$ cat src/rtl/fixed_point_pkg.sv
// Shared Q-format constants and divider state encoding for the gradient-descent datapath.
// Pure declarations: no latency and no flow control live here.
package fixed_point_pkg;

  localparam int FRACT_BITS = 8;
  localparam int IN_W       = 16;
  localparam int OUT_W      = 32;
  localparam int QUO_W      = IN_W + FRACT_BITS;

  localparam logic [IN_W-1:0]  Q8_8_MAX  = 16'h7FFF;
  localparam logic [IN_W-1:0]  Q8_8_MIN  = 16'h8000;
  localparam logic [OUT_W-1:0] Q24_8_MAX = 32'h7FFF_FFFF;
  localparam logic [OUT_W-1:0] Q24_8_MIN = 32'h8000_0000;

  typedef enum logic [1:0] {
    DIV_IDLE = 2'd0,
    DIV_CALC = 2'd1,
    DIV_FIX  = 2'd2,
    DIV_DONE = 2'd3
  } div_state_t;

  // 0x8000 maps to 32768, which still fits the unsigned 16-bit result.
  function automatic logic [IN_W-1:0] abs_q88(input logic [IN_W-1:0] x);
    return x[IN_W-1] ? (~x + 16'd1) : x;
  endfunction

endpackage

$ cat src/rtl/fixed_udiv_step.sv
// One restoring-division step: shift the next dividend bit into the remainder, subtract if it fits.
// Purely combinational, zero latency; no flow control.
module fixed_udiv_step (
  input  logic [16:0] rem,
  input  logic        n_bit,
  input  logic [15:0] den,
  output logic [16:0] rem_next,
  output logic        q_bit
);

  logic [16:0] shifted;

  // rem < den <= 2^15 always holds, so dropping rem[16] loses nothing.
  assign shifted = {rem[15:0], n_bit};

  always_comb begin
    q_bit    = 1'b0;
    rem_next = shifted;
    if (shifted >= {1'b0, den}) begin
      q_bit    = 1'b1;
      rem_next = shifted - {1'b0, den};
    end
  end

endmodule

$ cat src/rtl/fixed_q88_seq_divider.sv
// Signed Q8.8 / Q8.8 -> Q24.8 restoring divider, one quotient bit per cycle; saturates on b=0.
// Latency 25 edges after accept (1 for b=0); result held in DONE until out_ready, in_ready only in IDLE.
module fixed_q88_seq_divider
  import fixed_point_pkg::*;
(
  input  logic             clk,
  input  logic             rst_n,
  input  logic             in_valid,
  output logic             in_ready,
  input  logic [IN_W-1:0]  a_in,
  input  logic [IN_W-1:0]  b_in,
  output logic             out_valid,
  input  logic             out_ready,
  output logic [OUT_W-1:0] q_out,
  output logic             overflow,
  output logic             underflow_q,
  output logic             div_by_zero,
  output logic             busy
);

  div_state_t       state, state_nxt;
  logic [4:0]       cnt;
  logic [QUO_W-1:0] n_reg;
  logic [QUO_W-1:0] quo;
  logic [IN_W-1:0]  den;
  logic [16:0]      rem;
  logic             sign_r;

  logic             accept;
  logic             b_zero;
  logic             last_iter;
  logic [16:0]      rem_nxt;
  logic             q_bit;
  logic [OUT_W-1:0] mag;

  assign in_ready  = (state == DIV_IDLE);
  assign busy      = (state != DIV_IDLE);
  assign accept    = in_valid && in_ready;
  assign b_zero    = (b_in == '0);
  assign last_iter = (cnt == 5'd23);
  assign mag       = {{(OUT_W-QUO_W){1'b0}}, quo};

  fixed_udiv_step u_step (
    .rem      (rem),
    .n_bit    (n_reg[QUO_W-1]),
    .den      (den),
    .rem_next (rem_nxt),
    .q_bit    (q_bit)
  );

  always_ff @(posedge clk or negedge rst_n) begin
    if (!rst_n) state <= DIV_IDLE;
    else        state <= state_nxt;
  end

  always_comb begin
    state_nxt = state;
    case (state)
      DIV_IDLE: if (accept) state_nxt = b_zero ? DIV_DONE : DIV_CALC;
      DIV_CALC: if (last_iter) state_nxt = DIV_FIX;
      DIV_FIX:  state_nxt = DIV_DONE;
      DIV_DONE: if (out_ready) state_nxt = DIV_IDLE;
      default:  state_nxt = DIV_IDLE;
    endcase
  end

  always_ff @(posedge clk or negedge rst_n) begin
    if (!rst_n) begin
      cnt         <= '0;
      n_reg       <= '0;
      quo         <= '0;
      den         <= '0;
      rem         <= '0;
      sign_r      <= 1'b0;
      q_out       <= '0;
      overflow    <= 1'b0;
      underflow_q <= 1'b0;
      div_by_zero <= 1'b0;
      out_valid   <= 1'b0;
    end else begin
      case (state)
        DIV_IDLE: begin
          if (accept) begin
            sign_r <= a_in[IN_W-1] ^ b_in[IN_W-1];
            n_reg  <= {abs_q88(a_in), {FRACT_BITS{1'b0}}};
            den    <= abs_q88(b_in);
            rem    <= '0;
            quo    <= '0;
            cnt    <= '0;
            if (b_zero) begin
              // 0/0 reports only div_by_zero with a zero quotient.
              overflow    <= !a_in[IN_W-1] && (a_in != '0);
              underflow_q <= a_in[IN_W-1];
              div_by_zero <= 1'b1;
              out_valid   <= 1'b1;
              if (a_in[IN_W-1])    q_out <= Q24_8_MIN;
              else if (a_in != '0) q_out <= Q24_8_MAX;
              else                 q_out <= '0;
            end
          end
        end
        DIV_CALC: begin
          rem   <= rem_nxt;
          n_reg <= {n_reg[QUO_W-2:0], 1'b0};
          quo   <= {quo[QUO_W-2:0], q_bit};
          cnt   <= last_iter ? 5'd0 : cnt + 5'd1;
        end
        DIV_FIX: begin
          q_out       <= sign_r ? (~mag + 32'd1) : mag;
          overflow    <= 1'b0;
          underflow_q <= 1'b0;
          div_by_zero <= 1'b0;
          out_valid   <= 1'b1;
        end
        DIV_DONE: begin
          if (out_ready) out_valid <= 1'b0;
        end
        default: ;
      endcase
    end
  end

endmodule
$ cat config.mk
export PLATFORM = sky130hd
export DESIGN_NAME = fixed_q88_seq_divider
export DESIGN_NICKNAME = d
export VERILOG_FILES = /design/src/rtl/fixed_point_pkg.sv /design/src/rtl/fixed_udiv_step.sv /design/src/rtl/fixed_q88_seq_divider.sv
export SDC_FILE = /design/constraint.sdc
export NUM_CORES = 1
export LEC_CHECK = 0
export CORE_MARGIN = 2
export CORE_UTILIZATION = 35
export CTS_BUF_LIST = sky130_fd_sc_hd__clkbuf_8
export DETAILED_ROUTE_END_ITERATION = 12
export GPL_ROUTABILITY_DRIVEN = 0
export GPL_TIMING_DRIVEN = 0
export PLACE_DENSITY_LB_ADDON = 0.1
export RECOVER_POWER = 100
export SKIP_CTS_REPAIR_TIMING = 1
export SLEW_MARGIN = 20
export SYNTH_ARGS = -nofsm -noshare
export SYNTH_HDL_FRONTEND = slang
export SYNTH_HIERARCHICAL = 1
export SYNTH_SLANG_ARGS = --single-unit
$ cat constraint.sdc
create_clock -name clk -period 6 [get_ports clk]
set_input_delay 1.2 -clock clk [delete_from_list [all_inputs] [get_ports clk]]
set_output_delay 1.2 -clock clk [all_outputs]
set_load 0.02 [all_outputs]
### After elaboration in Yosys (flattened, before gate mapping)

Cells that the tools add are included.

* register bits after elaboration: 124
* logic and storage cells: 80
* input bits: 36

* reduce and logical (&&, ||, !) cells: 15
* eq/ne operators: 8
* bitwise gates (word level): 4
* mux-type cells: 35
* order comparisons: 1
* add/sub/neg operators: 5

Operator list (count)
* 32-bit 2-to-1 mux: 4
* 24-bit one-hot mux with 2 select lines: 2
* 16-bit 2-to-1 mux: 4
* 32-bit one-hot mux with 2 select lines: 1
* 24-bit 2-to-1 mux: 2
* 16-bit by 1-bit adder with 16-bit output (second input constant): 2
* 32-bit by 1-bit adder with 32-bit output (second input constant): 1
* 16-bit inverter: 2
* 24-bit inverter with 32-bit output: 1
* 16-bit one-hot mux with 2 select lines: 1
* 31-bit 2-to-1 mux: 1
* 17-bit by 16-bit >= comparator with 1-bit output: 1
* 16-bit zero test: 1
* 16-bit nonzero test: 1
* 16-bit subtractor: 1
* 5-bit 2-to-1 mux: 2
* 5-bit one-hot mux with 2 select lines: 1
* 1-bit 2-to-1 mux: 8
* 2-bit 2-to-1 mux: 4
* 2-bit one-hot mux with 4 select lines: 1
* 1-bit one-hot mux with 2 select lines: 3
* 3-bit AND reduction: 2
* 2-bit nonzero test: 3
* 5-bit by 1-bit adder with 5-bit output (second input constant): 1
* other kinds (13): 18

### Depth between registers and ports, before layout

* word-level depth: 6
* mapped depth: 12

### Hierarchy

The synthesis kept the hierarchy.

By module, submodules not included
* fixed_q88_seq_divider: area an instance 6104.6 um^2, cells an instance 630, sequential area each 2927.8 um^2, times used 1
* fixed_udiv_step: area an instance 1067.3 um^2, cells an instance 137, sequential area each 0.0 um^2, times used 1

### Worst setup path after synthesis

OpenSTA, ideal clock, no wires.

* path type: input -> register
* from: input b_in[0]
* to: register q_out[21]
* path buffers: 1
* stages: 7
* setup time: 0.125 ns
* arrival time: 2.909 ns
* path slack: 2.966 ns
* cells stage by stage: inv_1 ha_1 or3b_1 nor4_4 a31o_2 buf_2 mux2_2

* longest elaborated chain between the ends: 3

RTL lines
* from (decl): RTL line fixed_q88_seq_divider.sv:11 `input logic [IN_W-1:0] b_in,`
* 16-bit zero test: RTL line fixed_q88_seq_divider.sv:39 `assign b_zero = (b_in == '0);`
* 2-bit by 1-bit != test with 1-bit output (no line)
* 3-bit AND reduction (no line)
* to (signal assigned): RTL line fixed_q88_seq_divider.sv:109 `q_out <= sign_r ? (~mag + 32'd1) : mag;`
* to (decl): RTL line fixed_q88_seq_divider.sv:14 `output logic [OUT_W-1:0] q_out,`

No other way between the ends.
A chain may end at the register's enable or synchronous reset.

### Final worst setup path

* from: input b_in[1]
* to: register q_out[6]

Same word-level chain as after synthesis.

==> results_dict.tcl <==
set metrics [dict create \
    status "finished, violations left" \
    violations "capacitance limit, slew limit" \
    firstDrtPassIters 5 \
    viasPerCell 5.29 \
    globalRoute.totalOverflow 0 \
    rsz0062_at_grt "false" \
    grt_max_degree 66 \
    cts-buffers-inserted 17 \
    cp.required_ns 6.30 \
    critPathCaptureType "flip-flop" \
    clockBufferDepth 2 \
    skew_ns 0.0121 \
    antenna_left 0 \
    cts_tree "done" \
    die-width_um 146 \
    critPathSlowestCell "nor4_1" \
    leakagePower_nw 3.67 \
    port_buffers 71 \
    vias 5997 \
    powerDensity_nw_per_um2 587 \
    drc 0 \
    fmax_mhz 242 \
    fin_tns_setup_ns 0 \
    finalHoldViolations 0 \
    ys_warn_count 6 \
    core_sq_um 20000 \
    cts_sinks 116 \
    setup_violations 0 \
    cts.clk_slew.worst_paths_ns 0.08 \
    crit_chain "dlygate4sd3_1 > inv_1 > ha_1 > or3b_1 > nor4_1 > a31o_2 > clkbuf_1 > clkbuf_1 > a21oi_1" \
    antenna_found_initial 0 \
    hold_ws_ns 0.474 \
    cap_violations 1 \
    fin_crit_ns 4.13 \
    crit_type "in -> reg" \
    cp_max_fo 10 \
    crit_arrival_ns 4.43 \
    period_share_pct 68.8 \
    root_buffer "clkbuf_8" \
    clk_latency_ns 0.44 \
    pin_count 74 \
    relSlewSlack_pct -97.5 \
    wl_per_cell_um 16.8 \
    h-tree-depth 4 \
    syn_area_per_cell_sq_um 9.35 \
    synthToLayoutAreaGrowth_pct 20.4 \
    drive_gt1_share_pct 8.81 \
    crit_top_cell "clkbuf_1" \
    fillCellCount 2056 \
    slowest_delay_ns 0.63 \
    drt-initial-drc-count 387 \
    worst_pin_slew_ns 2.96 \
    min_path_type "reg -> reg" \
    initial_core_util_pct 35.4 \
    grt_pass1_wl_um 32500 \
    drv_slew 52 \
    largest-register "q_out" \
    grt_use_total_pct 18.8 \
    grt_pass1_vias 6249 \
    multiInputGateArea_sq_um 3810 \
    core.rowCount 52 \
    hpwl_um 13900 \
    dieArea_sq_um 21400 \
    synthesis.nets 822 \
    finalWirelength_um 19000 \
    syn_inst 759 \
    ir_drop_mv 0.252 \
    layout.nets 913 \
    die_h_um 146 \
    critPathLaunchType "primary input" \
    seq_area_sq_um 2900 \
    largest_registers "q_out: 32 flops, quo: 24 flops" \
    largest_register_ffs 32 \
    antenna_cells 0 \
    syn-cell-area_sq_um 7100 \
]
==> final timing paths <==
| path | start | end | slack [ns] | cells past startpoint |
|---|---|---|---|---|
| worst max register to register | state[1] | rem[3] | 3.08 | 7 |
| worst max-delay path | b_in[1] | q_out[6] | 1.87 | 9 |
| worst min-delay path | q_out[28] | q_out[28] | 0.47 | 1 |
| worst min register to register | q_out[28] | q_out[28] | 0.47 | 1 |
| max in group asynchronous | rst_n | q_out[18] | 2.59 | 1 |
| min in group asynchronous | rst_n | rem[7] | 1.72 | 1 |
==> cell usage in the layout (no fill, tap or decap), types with 6 or more instances in the layout <==
cell type / instances
o21ai_0: 62
o31ai_1: 14
dlygate4sd3_1: 40
xor2_1: 21
a21o_1: 8
o21a_1: 7
a31oi_1: 8
clkdlybuf4s50_1: 30
clkbuf_8: 19
a22o_1: 37
ha_1: 26
mux2i_1: 10
mux2_4: 6
or4_1: 11
a21oi_1: 46
nor3_1: 8
nand2_1: 84
xnor2_1: 35
or3_1: 7
dfrtp_1: 116
nand3_1: 7
o41ai_1: 10
inv_1: 36
nor2_1: 52
clkbuf_1: 41
mux2_2: 10
==> worst max-delay path: cells and delay by family <==
family | cells | cell delay (ns)
buf+inv | 4 | 1.56
simple gates | 2 | 1.09
compound gates | 2 | 0.43
fa+ha+maj | 1 | 0.14
==> through the flow <==
step | util, % | power, mW | instances | instance area, sq um | setup WS, ns
finish | 42.7 | 5.01 | 1133 | 8550 | 1.87
global route | 42.7 | 5.45 | 1133 | 8550 | 1.64
floorplan | - | 3.43 | 759 | 7100 | 2.97
global placement | 40.7 | 4.26 | 1100 | 8150 | -0.993
CTS | 42.9 | 5.12 | 1133 | 8600 | 2.36
detailed placement | 40.8 | 4.32 | 1101 | 8180 | 2.04
==> report_power, final <==
| group | switching, mW | leakage [nW] | internal [mW] |
|---|---|---|---|
| clock network | 0.333 | 0.209 | 0.431 |
| registers | 0.201 | 1.47 | 1.09 |
| logic | 1.71 | 1.99 | 1.25 |
| total | 2.24 | 3.67 | 2.77 |
==> final cells by class <==
| type | instances | share of cell area (%) |
|---|---|---|
| inverter | 36 | 1.58 |
| tap | 270 | 3.95 |
| timing repair buffer | 72 | 8.56 |
| sequential | 116 | 34.0 |
| clock buffer | 19 | 3.06 |
| buffer | 48 | 2.43 |
| clock inverter | 13 | 1.84 |
| multi-input combinational | 559 | 44.6 |
==> routing by layer <==
metal | routed length, um | track usage [%] | vias up
met4 | 267 | 5.10 | 0
li1 | - | - | 2911
met3 | 858 | 3.91 | 23
met1 | 8920 | 26.0 | 2926
met2 | 8990 | 30.1 | 137
met5 | 0 | 0 | -
(Power assumes the default switching activity.)
